File: src/rtl/mc_ctrl_pkg.sv
// Shared definitions for the multi-cycle MIPS controller: opcodes, states and datapath select codes.
package mc_defs;

    // Opcode field IR[31:26]
    localparam logic [5:0] OP_SPECIAL = 6'b000000;
    localparam logic [5:0] OP_ORI     = 6'b001101;
    localparam logic [5:0] OP_LUI     = 6'b001111;
    localparam logic [5:0] OP_LW      = 6'b100011;
    localparam logic [5:0] OP_SW      = 6'b101011;
    localparam logic [5:0] OP_BEQ     = 6'b000100;
    localparam logic [5:0] OP_JAL     = 6'b000011;

    // Function field IR[5:0] for OP_SPECIAL
    localparam logic [5:0] FN_ADDU = 6'b100001;
    localparam logic [5:0] FN_SUBU = 6'b100011;
    localparam logic [5:0] FN_JR   = 6'b001000;
    localparam logic [5:0] FN_NOP  = 6'b000000;

    // Controller states, dense binary encoding; codes 14 and 15 are unused
    typedef enum logic [3:0] {
        S_FETCH    = 4'd0,
        S_DECODE   = 4'd1,
        S_EXEC_R   = 4'd2,
        S_WB_R     = 4'd3,
        S_EXEC_I   = 4'd4,
        S_WB_I     = 4'd5,
        S_MEM_ADDR = 4'd6,
        S_MEM_RD   = 4'd7,
        S_MEM_WB   = 4'd8,
        S_MEM_WR   = 4'd9,
        S_BEQ      = 4'd10,
        S_JAL      = 4'd11,
        S_JR       = 4'd12,
        S_ILLEGAL  = 4'd13
    } state_t;

    // Instruction classes produced by the decoder
    typedef enum logic [3:0] {
        CLS_R_ALU = 4'd0,
        CLS_JR    = 4'd1,
        CLS_NOP   = 4'd2,
        CLS_I_ALU = 4'd3,
        CLS_LOAD  = 4'd4,
        CLS_STORE = 4'd5,
        CLS_BEQ   = 4'd6,
        CLS_JAL   = 4'd7,
        CLS_BAD   = 4'd8
    } iclass_t;

    // ALU operations
    localparam logic [2:0] ALU_ADD = 3'b000;
    localparam logic [2:0] ALU_SUB = 3'b001;
    localparam logic [2:0] ALU_OR  = 3'b010;
    localparam logic [2:0] ALU_LUI = 3'b011;

    // Next-PC sources
    localparam logic [1:0] PC_ALU    = 2'b00;
    localparam logic [1:0] PC_ALUOUT = 2'b01;
    localparam logic [1:0] PC_JUMP   = 2'b10;
    localparam logic [1:0] PC_RS     = 2'b11;

    // Destination register selects
    localparam logic [1:0] RD_RT = 2'b00;
    localparam logic [1:0] RD_RD = 2'b01;
    localparam logic [1:0] RD_RA = 2'b10;

    // Register write-data selects
    localparam logic [1:0] WD_ALUOUT = 2'b00;
    localparam logic [1:0] WD_MDR    = 2'b01;
    localparam logic [1:0] WD_PC     = 2'b10;

    // ALU B-input selects
    localparam logic [1:0] SRCB_RT     = 2'b00;
    localparam logic [1:0] SRCB_FOUR   = 2'b01;
    localparam logic [1:0] SRCB_IMM    = 2'b10;
    localparam logic [1:0] SRCB_BRANCH = 2'b11;

endpackage

File: src/rtl/mc_ctrl_decode.sv
// Combinational opcode/function decoder: classifies the instruction and flags the second
// variant inside a class (subu vs addu, lui vs ori, sw vs lw).
module mc_decode
    import mc_defs::*;
(
    input  logic [5:0] i_op,
    input  logic [5:0] i_func,
    output iclass_t    o_class,
    output logic       o_variant
);

    // Map op/func onto an instruction class; anything unrecognised is BAD
    always_comb begin
        o_class   = CLS_BAD;
        o_variant = 1'b0;
        case (i_op)
            OP_SPECIAL: begin
                case (i_func)
                    FN_ADDU: o_class = CLS_R_ALU;
                    FN_SUBU: begin
                        o_class   = CLS_R_ALU;
                        o_variant = 1'b1;
                    end
                    FN_JR:   o_class = CLS_JR;
                    FN_NOP:  o_class = CLS_NOP;
                    default: o_class = CLS_BAD;
                endcase
            end
            OP_ORI: o_class = CLS_I_ALU;
            OP_LUI: begin
                o_class   = CLS_I_ALU;
                o_variant = 1'b1;
            end
            OP_LW:  o_class = CLS_LOAD;
            OP_SW: begin
                o_class   = CLS_STORE;
                o_variant = 1'b1;
            end
            OP_BEQ: o_class = CLS_BEQ;
            OP_JAL: o_class = CLS_JAL;
            default: o_class = CLS_BAD;
        endcase
    end

endmodule

File: src/rtl/mc_ctrl.sv
// Multi-cycle control FSM for the shared-memory MIPS datapath, with a retired-instruction counter.
module mc_ctrl
    import mc_defs::*;
#(
    parameter int TRAP_ON_ILLEGAL = 1,
    parameter int CNT_W           = 32
) (
    input  logic             clk,
    input  logic             reset,
    input  logic [5:0]       op,
    input  logic [5:0]       func,
    input  logic             zero,
    input  logic             mem_ready,
    output logic             mem_req,
    output logic             mem_we,
    output logic             mem_addr_sel,
    output logic             ir_we,
    output logic             pc_we,
    output logic [1:0]       pc_src,
    output logic             reg_we,
    output logic [1:0]       reg_dst,
    output logic [1:0]       wd_sel,
    output logic             alu_src_a,
    output logic [1:0]       alu_src_b,
    output logic [2:0]       alu_ctrl,
    output logic             ext_sign,
    output logic             retire,
    output logic [CNT_W-1:0] instr_cnt,
    output logic             illegal,
    output logic [3:0]       state
);

    state_t           r_state;
    state_t           w_next;
    logic             r_variant;
    logic [CNT_W-1:0] r_instr_cnt;
    iclass_t          w_class;
    logic             w_variant;

    mc_decode u_decode (
        .i_op      (op),
        .i_func    (func),
        .o_class   (w_class),
        .o_variant (w_variant)
    );

    // State register; reset drops straight back to FETCH
    always_ff @(posedge clk or negedge reset) begin
        if (!reset) begin
            r_state <= S_FETCH;
        end else begin
            r_state <= w_next;
        end
    end

    // Remember the in-class variant while op/func are valid in DECODE
    always_ff @(posedge clk or negedge reset) begin
        if (!reset) begin
            r_variant <= 1'b0;
        end else if (r_state == S_DECODE) begin
            r_variant <= w_variant;
        end
    end

    // Retired-instruction counter, wraps naturally at 2^CNT_W
    always_ff @(posedge clk or negedge reset) begin
        if (!reset) begin
            r_instr_cnt <= '0;
        end else if (retire) begin
            r_instr_cnt <= r_instr_cnt + CNT_W'(1);
        end
    end

    // Next-state and output decode; outputs are forced low while reset is held
    always_comb begin
        w_next       = r_state;
        mem_req      = 1'b0;
        mem_we       = 1'b0;
        mem_addr_sel = 1'b0;
        ir_we        = 1'b0;
        pc_we        = 1'b0;
        pc_src       = PC_ALU;
        reg_we       = 1'b0;
        reg_dst      = RD_RT;
        wd_sel       = WD_ALUOUT;
        alu_src_a    = 1'b0;
        alu_src_b    = SRCB_RT;
        alu_ctrl     = ALU_ADD;
        ext_sign     = 1'b0;
        retire       = 1'b0;
        illegal      = 1'b0;
        case (r_state)
            S_FETCH: begin
                mem_req   = 1'b1;
                alu_src_b = SRCB_FOUR;
                if (mem_ready) begin
                    ir_we  = 1'b1;
                    pc_we  = 1'b1;
                    pc_src = PC_ALU;
                    w_next = S_DECODE;
                end
            end
            S_DECODE: begin
                alu_src_b = SRCB_BRANCH;
                case (w_class)
                    CLS_R_ALU: w_next = S_EXEC_R;
                    CLS_JR:    w_next = S_JR;
                    CLS_NOP: begin
                        w_next = S_FETCH;
                        retire = 1'b1;
                    end
                    CLS_I_ALU: w_next = S_EXEC_I;
                    CLS_LOAD:  w_next = S_MEM_ADDR;
                    CLS_STORE: w_next = S_MEM_ADDR;
                    CLS_BEQ:   w_next = S_BEQ;
                    CLS_JAL:   w_next = S_JAL;
                    default: begin
                        if (TRAP_ON_ILLEGAL != 0) begin
                            w_next = S_ILLEGAL;
                        end else begin
                            w_next = S_FETCH;
                            retire = 1'b1;
                        end
                    end
                endcase
            end
            S_EXEC_R: begin
                alu_src_a = 1'b1;
                alu_src_b = SRCB_RT;
                alu_ctrl  = r_variant ? ALU_SUB : ALU_ADD;
                w_next    = S_WB_R;
            end
            S_WB_R: begin
                reg_we  = 1'b1;
                reg_dst = RD_RD;
                wd_sel  = WD_ALUOUT;
                retire  = 1'b1;
                w_next  = S_FETCH;
            end
            S_EXEC_I: begin
                alu_src_a = 1'b1;
                alu_src_b = SRCB_IMM;
                alu_ctrl  = r_variant ? ALU_LUI : ALU_OR;
                w_next    = S_WB_I;
            end
            S_WB_I: begin
                reg_we  = 1'b1;
                reg_dst = RD_RT;
                wd_sel  = WD_ALUOUT;
                retire  = 1'b1;
                w_next  = S_FETCH;
            end
            S_MEM_ADDR: begin
                alu_src_a = 1'b1;
                alu_src_b = SRCB_IMM;
                ext_sign  = 1'b1;
                w_next    = r_variant ? S_MEM_WR : S_MEM_RD;
            end
            S_MEM_RD: begin
                mem_req      = 1'b1;
                mem_addr_sel = 1'b1;
                if (mem_ready) begin
                    w_next = S_MEM_WB;
                end
            end
            S_MEM_WB: begin
                reg_we  = 1'b1;
                reg_dst = RD_RT;
                wd_sel  = WD_MDR;
                retire  = 1'b1;
                w_next  = S_FETCH;
            end
            S_MEM_WR: begin
                mem_req      = 1'b1;
                mem_we       = 1'b1;
                mem_addr_sel = 1'b1;
                if (mem_ready) begin
                    retire = 1'b1;
                    w_next = S_FETCH;
                end
            end
            S_BEQ: begin
                alu_src_a = 1'b1;
                alu_src_b = SRCB_RT;
                alu_ctrl  = ALU_SUB;
                pc_src    = PC_ALUOUT;
                pc_we     = zero;
                retire    = 1'b1;
                w_next    = S_FETCH;
            end
            S_JAL: begin
                reg_we  = 1'b1;
                reg_dst = RD_RA;
                wd_sel  = WD_PC;
                pc_we   = 1'b1;
                pc_src  = PC_JUMP;
                retire  = 1'b1;
                w_next  = S_FETCH;
            end
            S_JR: begin
                pc_we  = 1'b1;
                pc_src = PC_RS;
                retire = 1'b1;
                w_next = S_FETCH;
            end
            S_ILLEGAL: begin
                illegal = 1'b1;
                w_next  = S_ILLEGAL;
            end
            default: begin
                w_next = S_FETCH;
            end
        endcase
        if (!reset) begin
            mem_req      = 1'b0;
            mem_we       = 1'b0;
            mem_addr_sel = 1'b0;
            ir_we        = 1'b0;
            pc_we        = 1'b0;
            pc_src       = 2'b00;
            reg_we       = 1'b0;
            reg_dst      = 2'b00;
            wd_sel       = 2'b00;
            alu_src_a    = 1'b0;
            alu_src_b    = 2'b00;
            alu_ctrl     = 3'b000;
            ext_sign     = 1'b0;
            retire       = 1'b0;
            illegal      = 1'b0;
        end
    end

    assign state     = r_state;
    assign instr_cnt = r_instr_cnt;

endmodule

File: config.mk
export PLATFORM = sky130hd
export DESIGN_NAME = mc_ctrl
export DESIGN_NICKNAME = d
export VERILOG_FILES = /design/src/rtl/mc_ctrl_pkg.sv /design/src/rtl/mc_ctrl_decode.sv /design/src/rtl/mc_ctrl.sv
export SDC_FILE = /design/constraint.sdc
export NUM_CORES = 1
export LEC_CHECK = 0
export BUFFER_PORTS_ARGS = -buffer_cell sky130_fd_sc_hd__buf_2
export CAP_MARGIN = 20
export CORE_ASPECT_RATIO = 0.8
export CORE_MARGIN = 3
export CORE_UTILIZATION = 45
export CTS_BUF_LIST = sky130_fd_sc_hd__clkbuf_8
export DETAILED_ROUTE_END_ITERATION = 6
export PLACE_DENSITY = 0.71
export RECOVER_POWER = 50
export REMOVE_ABC_BUFFERS = 1
export SLEW_MARGIN = 5
export SYNTH_ARGS = -nofsm -noshare
export SYNTH_HDL_FRONTEND = slang
export SYNTH_HIERARCHICAL = 1
export SYNTH_SLANG_ARGS = --single-unit
File: constraint.sdc
create_clock -name clk -period 2.12 [get_ports clk]
set_input_delay 0.106 -clock clk [delete_from_list [all_inputs] [get_ports clk]]
set_output_delay 0.106 -clock clk [all_outputs]
set_load 0.03 [all_outputs]
# Yosys cells after proc, flatten, opt, wreduce, memory -nomap -nowiden
# Index checks and enable logic that the tools add are counted.
[word_totals]
in_bits = 16
register_bits = 37
output_inout_bits = 57
word_cells = 96
[op_classes]
addsub = 1
n_eq_ne = 32
mux = 44
n_reduce_logical = 16
[ops]
columns = ["operator", "count"]
rows = [
  ["$add 32x1->32 const B", 1],
  ["$eq 4x3->1 const B", 8],
  ["$pmux 4 s8", 1],
  ["$pmux 4 s7", 1],
  ["$eq 4x4->1 const B", 6],
  ["$eq 6x6->1 const B", 4],
  ["$pmux 4 s6", 1],
  ["$mux 1", 23],
  ["$eq 6x4->1 const B", 3],
  ["$pmux 2 s3", 3],
  ["$eq 4x2->1 const B", 4],
  ["$mux 4", 4],
  ["$reduce_or 2->1", 7],
  ["$logic_not 6->1", 2],
  ["$pmux 4 s3", 1],
  ["$eq 4x1->1 const B", 2],
  ["$logic_not 4->1", 2],
  ["$mux 2", 4],
  ["$pmux 2 s2", 2],
  ["$reduce_or 4->1", 2],
  ["$eq 6x2->1 const B", 1],
  ["$eq 6x3->1 const B", 1],
  ["$ne 2x2->1 const B", 3],
  ["$pmux 1 s3", 2],
  ["5 further kinds", 5],
]

# Logic depth before layout (Yosys ltp)
[logic_depth]
ltp_word = 8
depth_mapped = 10
depth_no_buf = 9

# By module
# Netlist, hierarchy kept.
[modules_own_cells]
columns = ["module", "cells_each", "instances", "area_each_um2"]
rows = [
  ["mc_ctrl", 241, 1, 2267.2],
  ["mc_decode", 32, 1, 211.5],
]

# Worst setup path before layout
# No wires, ideal clock.
[synth_timing]
path_kind = "input port to flip-flop"
from = "in op[3]"
to = "reg r_instr_cnt[1] (netlist: instr_cnt[1])"
n_path_buf = 1
arrival_time_ns = 2.500
setup_ns = 0.125
path_slack_ns = -0.505
path_stages = 9
path_cell_list = "clkbuf_1 nor4_2 nor3b_2 nand2_1 o32ai_1 nor4b_1 a221oi_1 nor2b_1 mux2_2"
[synth_via]
elab_chain_len = 7
word_cells_on_any_way = 13
classes_between = "7 x eq/ne; 4 x mux; 2 x reduce/logical"
[synth_rtl]
columns = ["element", "line", "rtl"]
rows = [
  ["start, declared", "mc_ctrl.sv:10", "input logic [5:0] op,"],
  ["$eq 6x4->1", "mc_ctrl_decode.sv:16", "case (i_op)"],
  ["$reduce_or 2->1 (no line)", "n/a", ""],
  ["$pmux 4 s6 (*)", "mc_ctrl_decode.sv:16", ""],
  ["via w_class[1]", "mc_ctrl.sv:37", "iclass_t w_class;"],
  ["$eq 4x2->1 (*)", "mc_ctrl.sv:105", "case (w_class)"],
  ["$mux 1 (*)", "n/a", ""],
  ["$pmux 1 s3 (*)", "mc_ctrl.sv:92", "case (r_state)"],
  ["$mux 1 (*)", "mc_ctrl.sv:214", "if (!reset) begin"],
  ["via retire", "mc_ctrl.sv:27", "output logic retire,"],
  ["end signal, assigned", "mc_ctrl.sv:70", "r_instr_cnt <= r_instr_cnt + CNT_W'(1);"],
  ["end, declared", "mc_ctrl.sv:36", "logic [CNT_W-1:0] r_instr_cnt;"],
]
# The timed path passes the listed nets; every way through them passes the cells marked *.
# A chain may end at the register's enable or synchronous reset.

# Worst setup path in the final report
[layout_timing]
from = "in func[1]"
to = "out retire"
[layout_via]
elab_chain_len = 8
word_cells_on_any_way = 11
classes_between = "4 x eq/ne; 5 x mux; 2 x reduce/logical"
[layout_rtl]
columns = ["element", "line", "rtl"]
rows = [
  ["start, declared", "mc_ctrl.sv:11", "input logic [5:0] func,"],
  ["$eq 6x6->1", "mc_ctrl_decode.sv:18", "case (i_func)"],
  ["$reduce_or 2->1 (no line)", "n/a", ""],
  ["$pmux 4 s3 (*)", "mc_ctrl_decode.sv:18", ""],
  ["$pmux 4 s6 (*)", "mc_ctrl_decode.sv:16", ""],
  ["via w_class[0]", "mc_ctrl.sv:37", ""],
  ["$eq 4x2->1 (*)", "mc_ctrl.sv:105", ""],
  ["$mux 1 (*)", "n/a", ""],
  ["$pmux 1 s3 (*)", "mc_ctrl.sv:92", ""],
  ["$mux 1 (*)", "mc_ctrl.sv:214", ""],
  ["end, declared", "mc_ctrl.sv:27", ""],
]
# Marked as above.

==> run_summary.xml <==
<?xml version="1.0" encoding="UTF-8"?>
<metrics>
  <group name="die">
    <metric name="fp.coreArea" unit="mm^2">0.00515</metric>
    <metric name="design.portCount" unit="">73</metric>
    <metric name="dieWidth" unit="um">89.0</metric>
    <metric name="die_area" unit="mm^2">0.00644</metric>
    <metric name="core.rowCount" unit="">23</metric>
    <metric name="chipHeight" unit="um">72.4</metric>
    <metric name="floorplan.initialDensity" unit="%">48.1</metric>
  </group>
  <group name="placed_design">
    <metric name="routabilityCongestion" unit="">0.857</metric>
    <metric name="place_ws" unit="ns">-0.543</metric>
    <metric name="port_buffers" unit="">71</metric>
    <metric name="hpwl_dp" unit="um">4790</metric>
    <metric name="post_dp_cell_area" unit="mm^2">0.00314</metric>
  </group>
  <group name="global_route">
    <metric name="global_route.usage.met3" unit="%">4.20</metric>
    <metric name="grt-busiest-layer" unit="">met1</metric>
    <metric name="maximum_number_of_pins_on_one_net_before_global_route_repair" unit="">35</metric>
    <metric name="grt_first_pass_wirelength" unit="um">10800</metric>
    <metric name="antenna_found_initial" unit="">0</metric>
    <metric name="globalRouteOverflowTotal" unit="">0</metric>
    <metric name="routing_usage_on_met1" unit="%">31.7</metric>
    <metric name="via_count_of_the_first_global_routing_pass" unit="">2255</metric>
    <metric name="grt_util_all_layers" unit="%">21.2</metric>
    <metric name="use_met2" unit="%">31.7</metric>
  </group>
  <group name="clock_network">
    <metric name="clk_pin_slew" unit="ns">0.07</metric>
    <metric name="clkLatencyLatePin" unit="ns">0.29</metric>
    <metric name="clock_tree.root_cell" unit="">sky130_fd_sc_hd__clkbuf_8</metric>
    <metric name="clock_sink_total" unit="">37</metric>
    <metric name="cts_made_buffers" unit="">5</metric>
    <metric name="htree_levels" unit="">2</metric>
    <metric name="ctsLongestPathBuffers" unit="">2</metric>
    <metric name="tritoncts" unit="">yes</metric>
  </group>
  <group name="yosys">
    <metric name="synth_edf_count" unit="">0</metric>
    <metric name="share_of_synthesized_area_occupied_by_flip_flops_and_latches" unit="%">37.4</metric>
    <metric name="yosysMostFrequentCell" unit="">sky130_fd_sc_hd__dfrtp_1</metric>
    <metric name="synth_largest_area_cell" unit="">sky130_fd_sc_hd__dfrtp_1</metric>
    <metric name="number_of_distinct_library_cells_after_synthesis" unit="">54</metric>
    <metric name="synthesis.yosys.warnings" unit="">6</metric>
    <metric name="synth.cells.most_frequent" unit="">37 x sky130_fd_sc_hd__dfrtp_1, 29 x sky130_fd_sc_hd__xor2_1, 27 x sky130_fd_sc_hd__nand2_1, 26 x sky130_fd_sc_hd__nor2_1, 11 x sky130_fd_sc_hd__nor3_1</metric>
    <metric name="synth_area" unit="mm^2">0.00248</metric>
    <metric name="netlist_top_cells_area" unit="">sky130_fd_sc_hd__dfrtp_1 37%, sky130_fd_sc_hd__xor2_1 10%, sky130_fd_sc_hd__nand2_1 4.1%</metric>
    <metric name="postSynthAreaPerCell" unit="um^2">9.08</metric>
    <metric name="synth_largest_type_area_fraction" unit="%">37.4</metric>
    <metric name="syn-instance-count" unit="">273</metric>
    <metric name="synth_top_flop_cell" unit="">sky130_fd_sc_hd__dfrtp_1</metric>
    <metric name="yosys_register_bits" unit="">37</metric>
    <metric name="async_flop_share" unit="%">100</metric>
  </group>
  <group name="power">
    <metric name="leakagePower" unit="nW">2.12</metric>
    <metric name="vdd_ir_drop_max" unit="V">0.000699</metric>
    <metric name="design_power_total" unit="W">0.00363</metric>
    <metric name="power_density" unit="mW/mm^2">974</metric>
  </group>
  <group name="detailed_routing">
    <metric name="drt-total-wl" unit="um">7670</metric>
    <metric name="routed_wire_length_per_instance" unit="um">17.3</metric>
    <metric name="firstDrtPassIters" unit="">4</metric>
    <metric name="via_per_inst" unit="">5.62</metric>
    <metric name="drt-initial-drc-count" unit="">165</metric>
    <metric name="drtAntennaViolNets" unit="">0</metric>
    <metric name="drcViolationCount" unit="">0</metric>
    <metric name="vias" unit="">2496</metric>
  </group>
  <group name="cells_and_area">
    <metric name="n_fill_cell" unit="">366</metric>
    <metric name="post_route_cells_drive_above_1_share" unit="%">46.9</metric>
    <metric name="insertedDiodeCount" unit="">0</metric>
    <metric name="final_net_count" unit="">400</metric>
    <metric name="finalInstanceArea" unit="mm^2">0.00373</metric>
    <metric name="area_growth_syn_to_layout" unit="%">50.4</metric>
  </group>
  <group name="timing">
    <metric name="layout_setup_ws" unit="ns">-0.159</metric>
    <metric name="finalSetupViolations" unit="">19</metric>
    <metric name="timing.final.crit_share" unit="%">107</metric>
    <metric name="hold_viol_final" unit="">0</metric>
    <metric name="skew" unit="ns">0.00930</metric>
    <metric name="fmaxAchievable" unit="MHz">439</metric>
    <metric name="rsz_0062_raised_after_global_routing" unit="">true</metric>
    <metric name="timing.final.max_slew_violations" unit="">0</metric>
    <metric name="final.min_clock_period" unit="ns">2.28</metric>
    <metric name="worst_slew_pin_slew" unit="ns">0.780</metric>
    <metric name="timing.slew.headroom" unit="%">48.0</metric>
  </group>
  <group name="critical_path">
    <metric name="timing.setup.critical_path_class" unit="">in -&gt; out</metric>
    <metric name="worst_setup_path_end_kind" unit="">primary output</metric>
    <metric name="critPathArrivalTime" unit="ns">2.17</metric>
    <metric name="required" unit="ns">2.01</metric>
    <metric name="path_max_fanout" unit="">3</metric>
    <metric name="critPathLaunchType" unit="">input port</metric>
  </group>
  <group name="run_status">
    <metric name="run_status" unit="">finished, violations left</metric>
    <metric name="violated_checks" unit="">negative setup slack</metric>
  </group>
  <group name="worst_hold_path">
    <metric name="hold_path_class" unit="">in -&gt; reg</metric>
  </group>
  <group name="job">
    <metric name="max-cap-violations" unit="">0</metric>
  </group>
</metrics>
-- state kept, by name (all words and copies together), names as in the netlist --
| signal | flops |
|---|---|
| instr_cnt | 32 |
| state | 4 |
| r_variant | 1 |
-- kinds of logic after synthesis --
| kind of cell | share of synthesized area, % |
|---|---|
| XOR/XNOR | 11.7 |
| multiplexers | 1.36 |
| flip-flops | 37.4 |
| AO/OA/AOI/OAI | 11.0 |
| adder cells (fa/ha/maj) | 0.505 |
| AND/OR/NAND/NOR | 33.4 |
| buffers and inverters | 4.54 |
| other | 0.151 |
-- worst paths after layout --
| check | startpoint | endpoint | slack [ns] | cells after the start |
|---|---|---|---|---|
| max | func[1] | retire | -0.16 | 12 |
| min | reset | instr_cnt[2] | 0.26 | 4 |
| max reg2reg | state[1] | instr_cnt[7] | 0.01 | 10 |
| min reg2reg | instr_cnt[31] | instr_cnt[31] | 0.46 | 1 |
| max in group asynchronous | reset | state[1] | 0.86 | 4 |
| min in group asynchronous | reset | instr_cnt[0] | 0.33 | 2 |
-- repair_timing --
item	in CTS	in global routing
pin swaps	4	49
endpoints found under the setup margin	27	37
resized for setup	22	57
setup buffers	1	4
cloned	0	3
endpoints found under the hold margin	3	0
hold buffers	1	0
-- worst max-delay path: stages --
cell and delay [ns]:
sky130_fd_sc_hd__buf_6 0.09, sky130_fd_sc_hd__or4_4 0.53, sky130_fd_sc_hd__nor2_4 0.11, sky130_fd_sc_hd__buf_4 0.12
sky130_fd_sc_hd__a32o_2 0.19, sky130_fd_sc_hd__nor4b_2 0.05, sky130_fd_sc_hd__buf_4 0.14, sky130_fd_sc_hd__a221oi_4 0.36
sky130_fd_sc_hd__buf_6 0.17, sky130_fd_sc_hd__nor2b_4 0.04, sky130_fd_sc_hd__buf_4 0.13, sky130_fd_sc_hd__buf_6 0.13
-- placed cells by master, fill, tap and decap left out, types with 8 or more instances in the layout --
master                    netlist  final
sky130_fd_sc_hd__xor2_1        29     29
sky130_fd_sc_hd__dfrtp_1       37     35
sky130_fd_sc_hd__nand3_1       10     10
sky130_fd_sc_hd__nand2_1       27     27
sky130_fd_sc_hd__nor4_4         2     12
sky130_fd_sc_hd__buf_2          3     67
sky130_fd_sc_hd__nor3_4         0      8
sky130_fd_sc_hd__buf_4          4     40
sky130_fd_sc_hd__o21ai_0        9      9
sky130_fd_sc_hd__a21oi_1       10     10
sky130_fd_sc_hd__nor2_1        26     22
-- power by group --
group	internal (W)	switching, W
logic	0.000945	0.00132
clock network	0.000216	0.000240
registers	0.000785	0.000125
-- metrics by stage --
step                TNS (ns)  utilization [%]  hold WS [ns]  cells
floorplan             -71.68                -        -0.190    255
global placement       -9.75             61.0       -0.0497    429
detailed placement    -11.49             61.0       -0.0464    429
CTS                   -0.576             65.3         0.240    437
global route           -3.68             72.4         0.275    444
finish                -0.971             72.4         0.264    444
-- cell type report --
| type | instances | area [um^2] | share of cell area (%) |
|---|---|---|---|
| repair buffers | 120 | 833 | 22.3 |
| multi-input cells | 214 | 1800 | 48.2 |
| well taps | 62 | 77.6 | 2.08 |
| flip-flops and latches | 37 | 928 | 24.9 |
| clock inverters | 1 | 5.00 | 0.134 |
| inverters | 5 | 18.8 | 0.503 |
| clock buffers | 5 | 68.8 | 1.85 |
-- per-layer routing --
metal	part of all wire [%]	wire length (um)	vias up
met5	0	0	-
met2	46	3490	99
li1	-	-	1191
met1	45	3460	1189
met3	7.0	538	17
met4	2.4	185	0
(Power assumes the default switching activity.)
